===== config.mk =====
export PLATFORM = sky130hd
export DESIGN_NAME = stonyman_scan_controller_flat
export DESIGN_NICKNAME = d
export VERILOG_FILES = /design/src/rtl/stonyman_scan_controller_if.sv /design/src/rtl/stonyman_scan_controller.sv /design/src/flat_wrapper.sv
export SDC_FILE = /design/constraint.sdc
export NUM_CORES = 1
export LEC_CHECK = 0
export BUFFER_PORTS_ARGS = -buffer_cell sky130_fd_sc_hd__clkbuf_2
export CORE_MARGIN = 2
export CORE_UTILIZATION = 28
export CTS_CLUSTER_SIZE = 12
export DETAILED_ROUTE_END_ITERATION = 10
export GPL_ROUTABILITY_DRIVEN = 0
export GPL_TIMING_DRIVEN = 0
export PLACE_DENSITY = 0.55
export SLEW_MARGIN = 40
export SYNTH_ARGS = -nofsm -noshare
export SYNTH_HDL_FRONTEND = slang
export SYNTH_SLANG_ARGS = --single-unit

===== constraint.sdc =====
create_clock -name clk -period 2.9 [get_ports clk]
set_clock_uncertainty 0.15 [all_clocks]
set_input_delay 0.29 -clock clk [delete_from_list [all_inputs] [get_ports clk]]
set_output_delay 0.29 -clock clk [all_outputs]
set_load 0.01 [all_outputs]

===== src/rtl/stonyman_scan_controller_if.sv =====
// Bundle between the frame-scan sequencer, its frame requester and the ADC controller.
// Strobes are single-cycle pulses sampled on the rising clk edge; there is no backpressure:
// frame_start is honoured only while busy is low, and adc_capture_done only while a capture is pending.
interface stonyman_scan_controller_if;
    logic       frame_start;
    logic       frame_abort;
    logic [7:0] settle_counts;
    logic       adc_capture_done;
    logic       adc_capture_start;
    logic       newline_sample;
    logic       resp;
    logic       incp;
    logic       resv;
    logic       incv;
    logic       busy;
    logic       frame_done;
    logic [7:0] row_idx;
    logic [7:0] col_idx;
    logic [2:0] scan_state;

    modport master (
        output frame_start, frame_abort, settle_counts, adc_capture_done,
        input  adc_capture_start, newline_sample, resp, incp, resv, incv,
               busy, frame_done, row_idx, col_idx, scan_state
    );

    modport slave (
        input  frame_start, frame_abort, settle_counts, adc_capture_done,
        output adc_capture_start, newline_sample, resp, incp, resv, incv,
               busy, frame_done, row_idx, col_idx, scan_state
    );
endinterface


===== src/rtl/stonyman_scan_controller.sv =====
// Stonyman frame-scan sequencer: walks the pixel array with pointer/value pulses,
// waits for the analog output to settle, then hands each pixel to the ADC controller.
module stonyman_scan_controller #(
    parameter int RESOLUTION   = 112,
    parameter int PULSE_CYCLES = 2
) (
    input logic                         clk,
    input logic                         reset,
    stonyman_scan_controller_if.slave   bus
);
    localparam int PCW = $clog2(2 * PULSE_CYCLES) + 1;
    localparam logic [PCW-1:0] PULSE_LAST = PCW'(2 * PULSE_CYCLES - 1);
    localparam logic [PCW-1:0] PULSE_HIGH = PCW'(PULSE_CYCLES);
    localparam logic [7:0]     LAST_IDX   = 8'(RESOLUTION - 1);

    typedef enum logic [2:0] {
        S_IDLE      = 3'd0,
        S_PULSE     = 3'd1,
        S_SETTLE    = 3'd2,
        S_CAPTURE   = 3'd3,
        S_WAIT_DONE = 3'd4
    } state_t;

    typedef enum logic [1:0] {
        PH_ROW_SETUP = 2'd0,
        PH_COL_SETUP = 2'd1,
        PH_COL_STEP  = 2'd2
    } phase_t;

    state_t         state, state_n;
    phase_t         phase, phase_n;
    logic [8:0]     op_idx, op_idx_n;
    logic [PCW-1:0] pulse_cnt, pulse_cnt_n;
    logic [7:0]     settle_cnt, settle_cnt_n;
    logic [7:0]     row_q, row_n;
    logic [7:0]     col_q, col_n;
    logic           frame_done_q, frame_done_n;
    logic [8:0]     op_last;
    logic [3:0]     line_sel;
    logic           pulse_high;

    always_ff @(posedge clk) begin
        if (reset) begin
            state        <= S_IDLE;
            phase        <= PH_ROW_SETUP;
            op_idx       <= '0;
            pulse_cnt    <= '0;
            settle_cnt   <= '0;
            row_q        <= '0;
            col_q        <= '0;
            frame_done_q <= 1'b0;
        end else begin
            state        <= state_n;
            phase        <= phase_n;
            op_idx       <= op_idx_n;
            pulse_cnt    <= pulse_cnt_n;
            settle_cnt   <= settle_cnt_n;
            row_q        <= row_n;
            col_q        <= col_n;
            frame_done_q <= frame_done_n;
        end
    end

    // Operation lists: row setup is resp, incp, resv, then row_q incv; column setup is resp, resv.
    always_comb begin
        op_last  = 9'd0;
        line_sel = 4'b0000;
        case (phase)
            PH_ROW_SETUP: begin
                op_last = 9'd2 + {1'b0, row_q};
                case (op_idx)
                    9'd0:    line_sel = 4'b1000;
                    9'd1:    line_sel = 4'b0100;
                    9'd2:    line_sel = 4'b0010;
                    default: line_sel = 4'b0001;
                endcase
            end
            PH_COL_SETUP: begin
                op_last  = 9'd1;
                line_sel = (op_idx == 9'd0) ? 4'b1000 : 4'b0010;
            end
            PH_COL_STEP: begin
                op_last  = 9'd0;
                line_sel = 4'b0001;
            end
            default: begin
                op_last  = 9'd0;
                line_sel = 4'b0000;
            end
        endcase
    end

    always_comb begin
        state_n      = state;
        phase_n      = phase;
        op_idx_n     = op_idx;
        pulse_cnt_n  = pulse_cnt;
        settle_cnt_n = settle_cnt;
        row_n        = row_q;
        col_n        = col_q;
        frame_done_n = 1'b0;

        if (bus.frame_abort) begin
            state_n = S_IDLE;
        end else begin
            case (state)
                S_IDLE: begin
                    if (bus.frame_start) begin
                        state_n     = S_PULSE;
                        phase_n     = PH_ROW_SETUP;
                        op_idx_n    = '0;
                        pulse_cnt_n = '0;
                        row_n       = '0;
                        col_n       = '0;
                    end
                end
                S_PULSE: begin
                    if (pulse_cnt == PULSE_LAST) begin
                        pulse_cnt_n = '0;
                        if (op_idx != op_last) begin
                            op_idx_n = op_idx + 9'd1;
                        end else if (phase == PH_ROW_SETUP) begin
                            phase_n  = PH_COL_SETUP;
                            op_idx_n = '0;
                        end else begin
                            // A zero settle time goes straight to the capture request.
                            settle_cnt_n = '0;
                            state_n      = (bus.settle_counts == 8'd0) ? S_CAPTURE : S_SETTLE;
                        end
                    end else begin
                        pulse_cnt_n = pulse_cnt + PCW'(1);
                    end
                end
                S_SETTLE: begin
                    if ({1'b0, settle_cnt} + 9'd1 >= {1'b0, bus.settle_counts}) begin
                        state_n = S_CAPTURE;
                    end else begin
                        settle_cnt_n = settle_cnt + 8'd1;
                    end
                end
                S_CAPTURE: begin
                    state_n = S_WAIT_DONE;
                end
                S_WAIT_DONE: begin
                    if (bus.adc_capture_done) begin
                        op_idx_n    = '0;
                        pulse_cnt_n = '0;
                        if (col_q != LAST_IDX) begin
                            col_n   = col_q + 8'd1;
                            phase_n = PH_COL_STEP;
                            state_n = S_PULSE;
                        end else if (row_q != LAST_IDX) begin
                            row_n   = row_q + 8'd1;
                            col_n   = '0;
                            phase_n = PH_ROW_SETUP;
                            state_n = S_PULSE;
                        end else begin
                            frame_done_n = 1'b1;
                            state_n      = S_IDLE;
                        end
                    end
                end
                default: state_n = S_IDLE;
            endcase
        end
    end

    assign pulse_high = (state == S_PULSE) && (pulse_cnt < PULSE_HIGH);

    assign {bus.resp, bus.incp, bus.resv, bus.incv} = pulse_high ? line_sel : 4'b0000;
    assign bus.adc_capture_start = (state == S_CAPTURE);
    assign bus.newline_sample    = (state == S_CAPTURE) && (col_q == 8'd0);
    assign bus.busy              = (state != S_IDLE);
    assign bus.frame_done        = frame_done_q;
    assign bus.row_idx           = row_q;
    assign bus.col_idx           = col_q;
    assign bus.scan_state        = state;
endmodule


===== src/flat_wrapper.sv =====
// flat-port wrapper written by rule: the top's interface ports become plain ports
module stonyman_scan_controller_flat 
#(
    parameter int RESOLUTION   = 112,
    parameter int PULSE_CYCLES = 2
)
  (clk, reset, bus_frame_start, bus_frame_abort, bus_settle_counts, bus_adc_capture_done, bus_adc_capture_start, bus_newline_sample, bus_resp, bus_incp, bus_resv, bus_incv, bus_busy, bus_frame_done, bus_row_idx, bus_col_idx, bus_scan_state);
  stonyman_scan_controller_if bus_i ();
  input logic clk;
  input logic reset;
  input wire logic [$bits(bus_i.frame_start)-1:0] bus_frame_start;
  input wire logic [$bits(bus_i.frame_abort)-1:0] bus_frame_abort;
  input wire logic [$bits(bus_i.settle_counts)-1:0] bus_settle_counts;
  input wire logic [$bits(bus_i.adc_capture_done)-1:0] bus_adc_capture_done;
  output wire logic [$bits(bus_i.adc_capture_start)-1:0] bus_adc_capture_start;
  output wire logic [$bits(bus_i.newline_sample)-1:0] bus_newline_sample;
  output wire logic [$bits(bus_i.resp)-1:0] bus_resp;
  output wire logic [$bits(bus_i.incp)-1:0] bus_incp;
  output wire logic [$bits(bus_i.resv)-1:0] bus_resv;
  output wire logic [$bits(bus_i.incv)-1:0] bus_incv;
  output wire logic [$bits(bus_i.busy)-1:0] bus_busy;
  output wire logic [$bits(bus_i.frame_done)-1:0] bus_frame_done;
  output wire logic [$bits(bus_i.row_idx)-1:0] bus_row_idx;
  output wire logic [$bits(bus_i.col_idx)-1:0] bus_col_idx;
  output wire logic [$bits(bus_i.scan_state)-1:0] bus_scan_state;
  assign bus_i.frame_start = bus_frame_start;
  assign bus_i.frame_abort = bus_frame_abort;
  assign bus_i.settle_counts = bus_settle_counts;
  assign bus_i.adc_capture_done = bus_adc_capture_done;
  assign bus_adc_capture_start = bus_i.adc_capture_start;
  assign bus_newline_sample = bus_i.newline_sample;
  assign bus_resp = bus_i.resp;
  assign bus_incp = bus_i.incp;
  assign bus_resv = bus_i.resv;
  assign bus_incv = bus_i.incv;
  assign bus_busy = bus_i.busy;
  assign bus_frame_done = bus_i.frame_done;
  assign bus_row_idx = bus_i.row_idx;
  assign bus_col_idx = bus_i.col_idx;
  assign bus_scan_state = bus_i.scan_state;
  stonyman_scan_controller #(.RESOLUTION(RESOLUTION), .PULSE_CYCLES(PULSE_CYCLES)) u_core (.clk(clk), .reset(reset), .bus(bus_i));
endmodule

==> results.yml <==
power:
  swShare: 0.2571
  power_frac_seq: 0.488
  switchingPower_mw: 0.3078
  p_leak_nw: 1.565
  p_clk_frac: 0.392
  intPower_mw: 0.8896
  power_density_mw_per_mm2: 317.3
  vdd_ir_drop_max_mv: 0.2466
  power_frac_comb: 0.120
cts:
  clk_pin_slew_worst_paths_ns: 0.09
  htree_levels: 2
  cts_buffers: 5
  clock_latency_ns: 0.30
  clock_sinks: 42
  root_buffer: "clkbuf_8"
  cts_tree: "done"
  clk_path_buf_depth: 2
setup_path:
  crit_type: "flip-flop to flip-flop"
  r2r_cells: 13
  required_ns: 2.95
  start_kind: "flip-flop"
  cp_max_fo: 8
  endpoint_kind: "flip-flop"
  critPathArrivalTime_ns: 2.88
global_routing:
  met1_usage: 0.1933
  grt_most_used_layer: "met2"
  grt_pass1_wl_um: 13770
  antenna_found_initial: 0
  track_usage: 0.1432
  grt_pass1_vias: 2868
  grt_max_degree: 13
  grt_use_met3: 0.02727
  overflow: 0
  met2_usage: 0.2331
detailed_routing:
  dr.pass1.iters: 6
  drt-initial-drc-count: 269
  antenna_violating_nets_post_route: 0
  vias: 3090
  wl_per_cell_um: 14.17
  drc: 0
  vias_per_cell: 5.167
  finalWirelength_um: 8472
timing:
  setup_viol: 0
  tightest_slew_ns: 0.6733
  rsz0062_at_grt: "true"
  slew_headroom: 0.5470
  timing.final.crit_period_ns: 2.833
  fin_crit_sh: 0.9768
  fmax_mhz: 353.0
  hold_viol: 0
  drv_slew: 0
synthesis:
  ys_seq_area_frac: 0.2683
  synthArstFlopShare: 0
  syn_nets: 435
  yosysUniqueCellTypes: 65
  ys.warnings.count: 0
  synth_edf_count: 0
  ys_ff_latch: 42
  syn_area_mm2: 0.003134
  synthFlopType: "dfxtp_1"
  syn_avg_cell_area_um2: 7.758
  netlist_instances: 404
die:
  die_w_um: 109.8
  fp.dieH_um: 109.8
  coreArea_mm2: 0.01089
  design.die.area_mm2: 0.01206
  io_pins: 40
  num_rows: 38
  initial_core_util: 0.2879
cells_and_area:
  final_cell_mix: "nor2_1 (52), clkbuf_2 (39), dfxtp_1 (38), nand3_1 (28), nand2_1 (27)"
  nFillCells: 1163
  fin_nets: 488
  utilization: 0.3466
  final_common_cell: "nor2_1"
  final_cell_area_mm2: 0.003774
  diodes: 0
  drive_gt1_frac: 0.2205
  area_growth_pct: 20.40
place:
  place_area_mm2: 0.003520
  io_buffers: 38
  hpwl_um: 6403
outcome:
  status: "completed"
flow_run:
  maxCapViolations: 0
min_path:
  whs_path_depth: 3
  hp-class: "input port to flip-flop"
## worst max-delay path, stage by stage (launching register included)
cell and delay, ns:
dfxtp_4 0.36, ha_4 0.15, and3_4 0.17, and3_4 0.19, xor2_2 0.14, ha_1 0.34
a21oi_2 0.13, o22ai_1 0.08, or3_4 0.34, a211oi_4 0.19, buf_6 0.15, a32oi_4 0.09
o21ai_1 0.16, o21ai_1 0.08
## power by group through the flow
stage	Sequential (mW)	Combinational (mW)	Clock, mW
after CTS	0.584	0.142	0.485
after floorplan	0.599	0.0907	0
after global routing	0.585	0.160	0.508
after detailed placement	0.599	0.137	0
final	0.584	0.144	0.469
after global placement	0.599	0.135	0
## sequential cells by signal, summed over array words and instances, names as in the netlist
| name | flops |
|---|---|
| u_core.bus.scan_state | 3 |
| u_core.bus.frame_done | 1 |
| u_core.pulse_cnt | 3 |
| u_core.settle_cnt | 8 |
| u_core.bus.col_idx | 8 |
| u_core.phase | 2 |
| u_core.op_idx | 9 |
| u_core.bus.row_idx | 8 |
## layout make-up
| type | instances | area (µm²) | share of cell area |
|---|---|---|---|
| plain buffers | 21 | 111.4 | 0.02951 |
| clock buffers | 7 | 76.32 | 0.02023 |
| clock inverters | 1 | 30.03 | 0.007958 |
| inverters | 18 | 67.56 | 0.01790 |
| multi-input cells | 323 | 2207 | 0.5849 |
| flip-flops and latches | 42 | 848.3 | 0.2248 |
| well taps | 140 | 175.2 | 0.04642 |
| repair buffers | 46 | 257.7 | 0.06830 |
## path summary, 6_finish.rpt
check	from	slack (ns)	endpoint
worst max-delay path	u_core.settle_cnt[0]	0.07	u_core.settle_cnt[3]
worst min-delay path	bus_adc_capture_done	0.08	u_core.bus.frame_done
worst max register to register	u_core.settle_cnt[0]	0.07	u_core.settle_cnt[3]
worst min register to register	u_core.settle_cnt[1]	0.35	u_core.settle_cnt[1]
## metrics by stage
stage	TNS [ns]	total power, mW	setup WS, ns	cells	hold slack [ns]
final	0	1.197	0.06742	598	0.07537
after global routing	-0.3135	1.253	-0.06746	598	0.1100
after CTS	0	1.211	0.006736	597	0.06680
after detailed placement	-3.859	0.7361	-0.4440	582	0.3416
after global placement	-3.330	0.7336	-0.3835	582	0.3290
after floorplan	0	0.6900	0.005074	404	0.2583
## cells by family (layout without fill, tap and decap cells)
family                   Yosys count  in the layout  share of synthesized area
AO/OA/AOI/OAI                     77             77                     0.1709
adder cells (fa/ha/maj)           18             18                    0.07186
buffers and inverters             39             93                    0.05668
flip-flops                        42             42                     0.2683
AND/OR/NAND/NOR                  196            196                     0.3361
multiplexers                       4              4                    0.01357
XOR/XNOR                          28             28                    0.08264
## synth_stat cells (2+ instances only)
cell / n / area (µm²)
a21o_1: 7 / 52.55
nand2b_1: 5 / 31.28
a21oi_1: 18 / 90.09
nor3_1: 15 / 75.07
ha_1: 18 / 225.2
nand3b_1: 5 / 37.54
inv_1: 18 / 67.56
xnor2_1: 13 / 113.9
nand3_2: 2 / 20.02
or4_1: 2 / 15.01
buf_4: 4 / 30.03
nor2_1: 52 / 195.2
o21ai_0: 10 / 50.05
and2_0: 2 / 12.51
o21ai_1: 11 / 55.05
mux2i_1: 2 / 20.02
xor2_1: 14 / 122.6
clkbuf_1: 9 / 33.78
and2_1: 2 / 12.51
nand3_1: 29 / 145.1
nor2b_1: 8 / 50.05
mux2_2: 2 / 22.52
and4_1: 3 / 26.28
and3_1: 14 / 87.58
dfxtp_1: 42 / 840.8
or2_1: 2 / 12.51
o22ai_1: 2 / 12.51
nand4b_1: 2 / 17.52
nand2_1: 27 / 101.4
a31oi_1: 6 / 37.54
nor4_1: 7 / 43.79
nand4_1: 7 / 43.79
buf_2: 7 / 35.03
or3_1: 3 / 18.77
a211oi_2: 4 / 50.05
## timing repair
item	CTS	global route
setup buffers	7	1
pin swaps	3	9
gates resized for setup	13	8
hold buffers	0	0
endpoints found under the setup margin	10	20
## per-layer routing
metal,vias to the layer above,share of wire
met5,-,0
met4,0,0.0087
met3,12,0.049
met2,69,0.46
met1,1455,0.48
li1,1554,-
(Power assumes the default switching activity.)
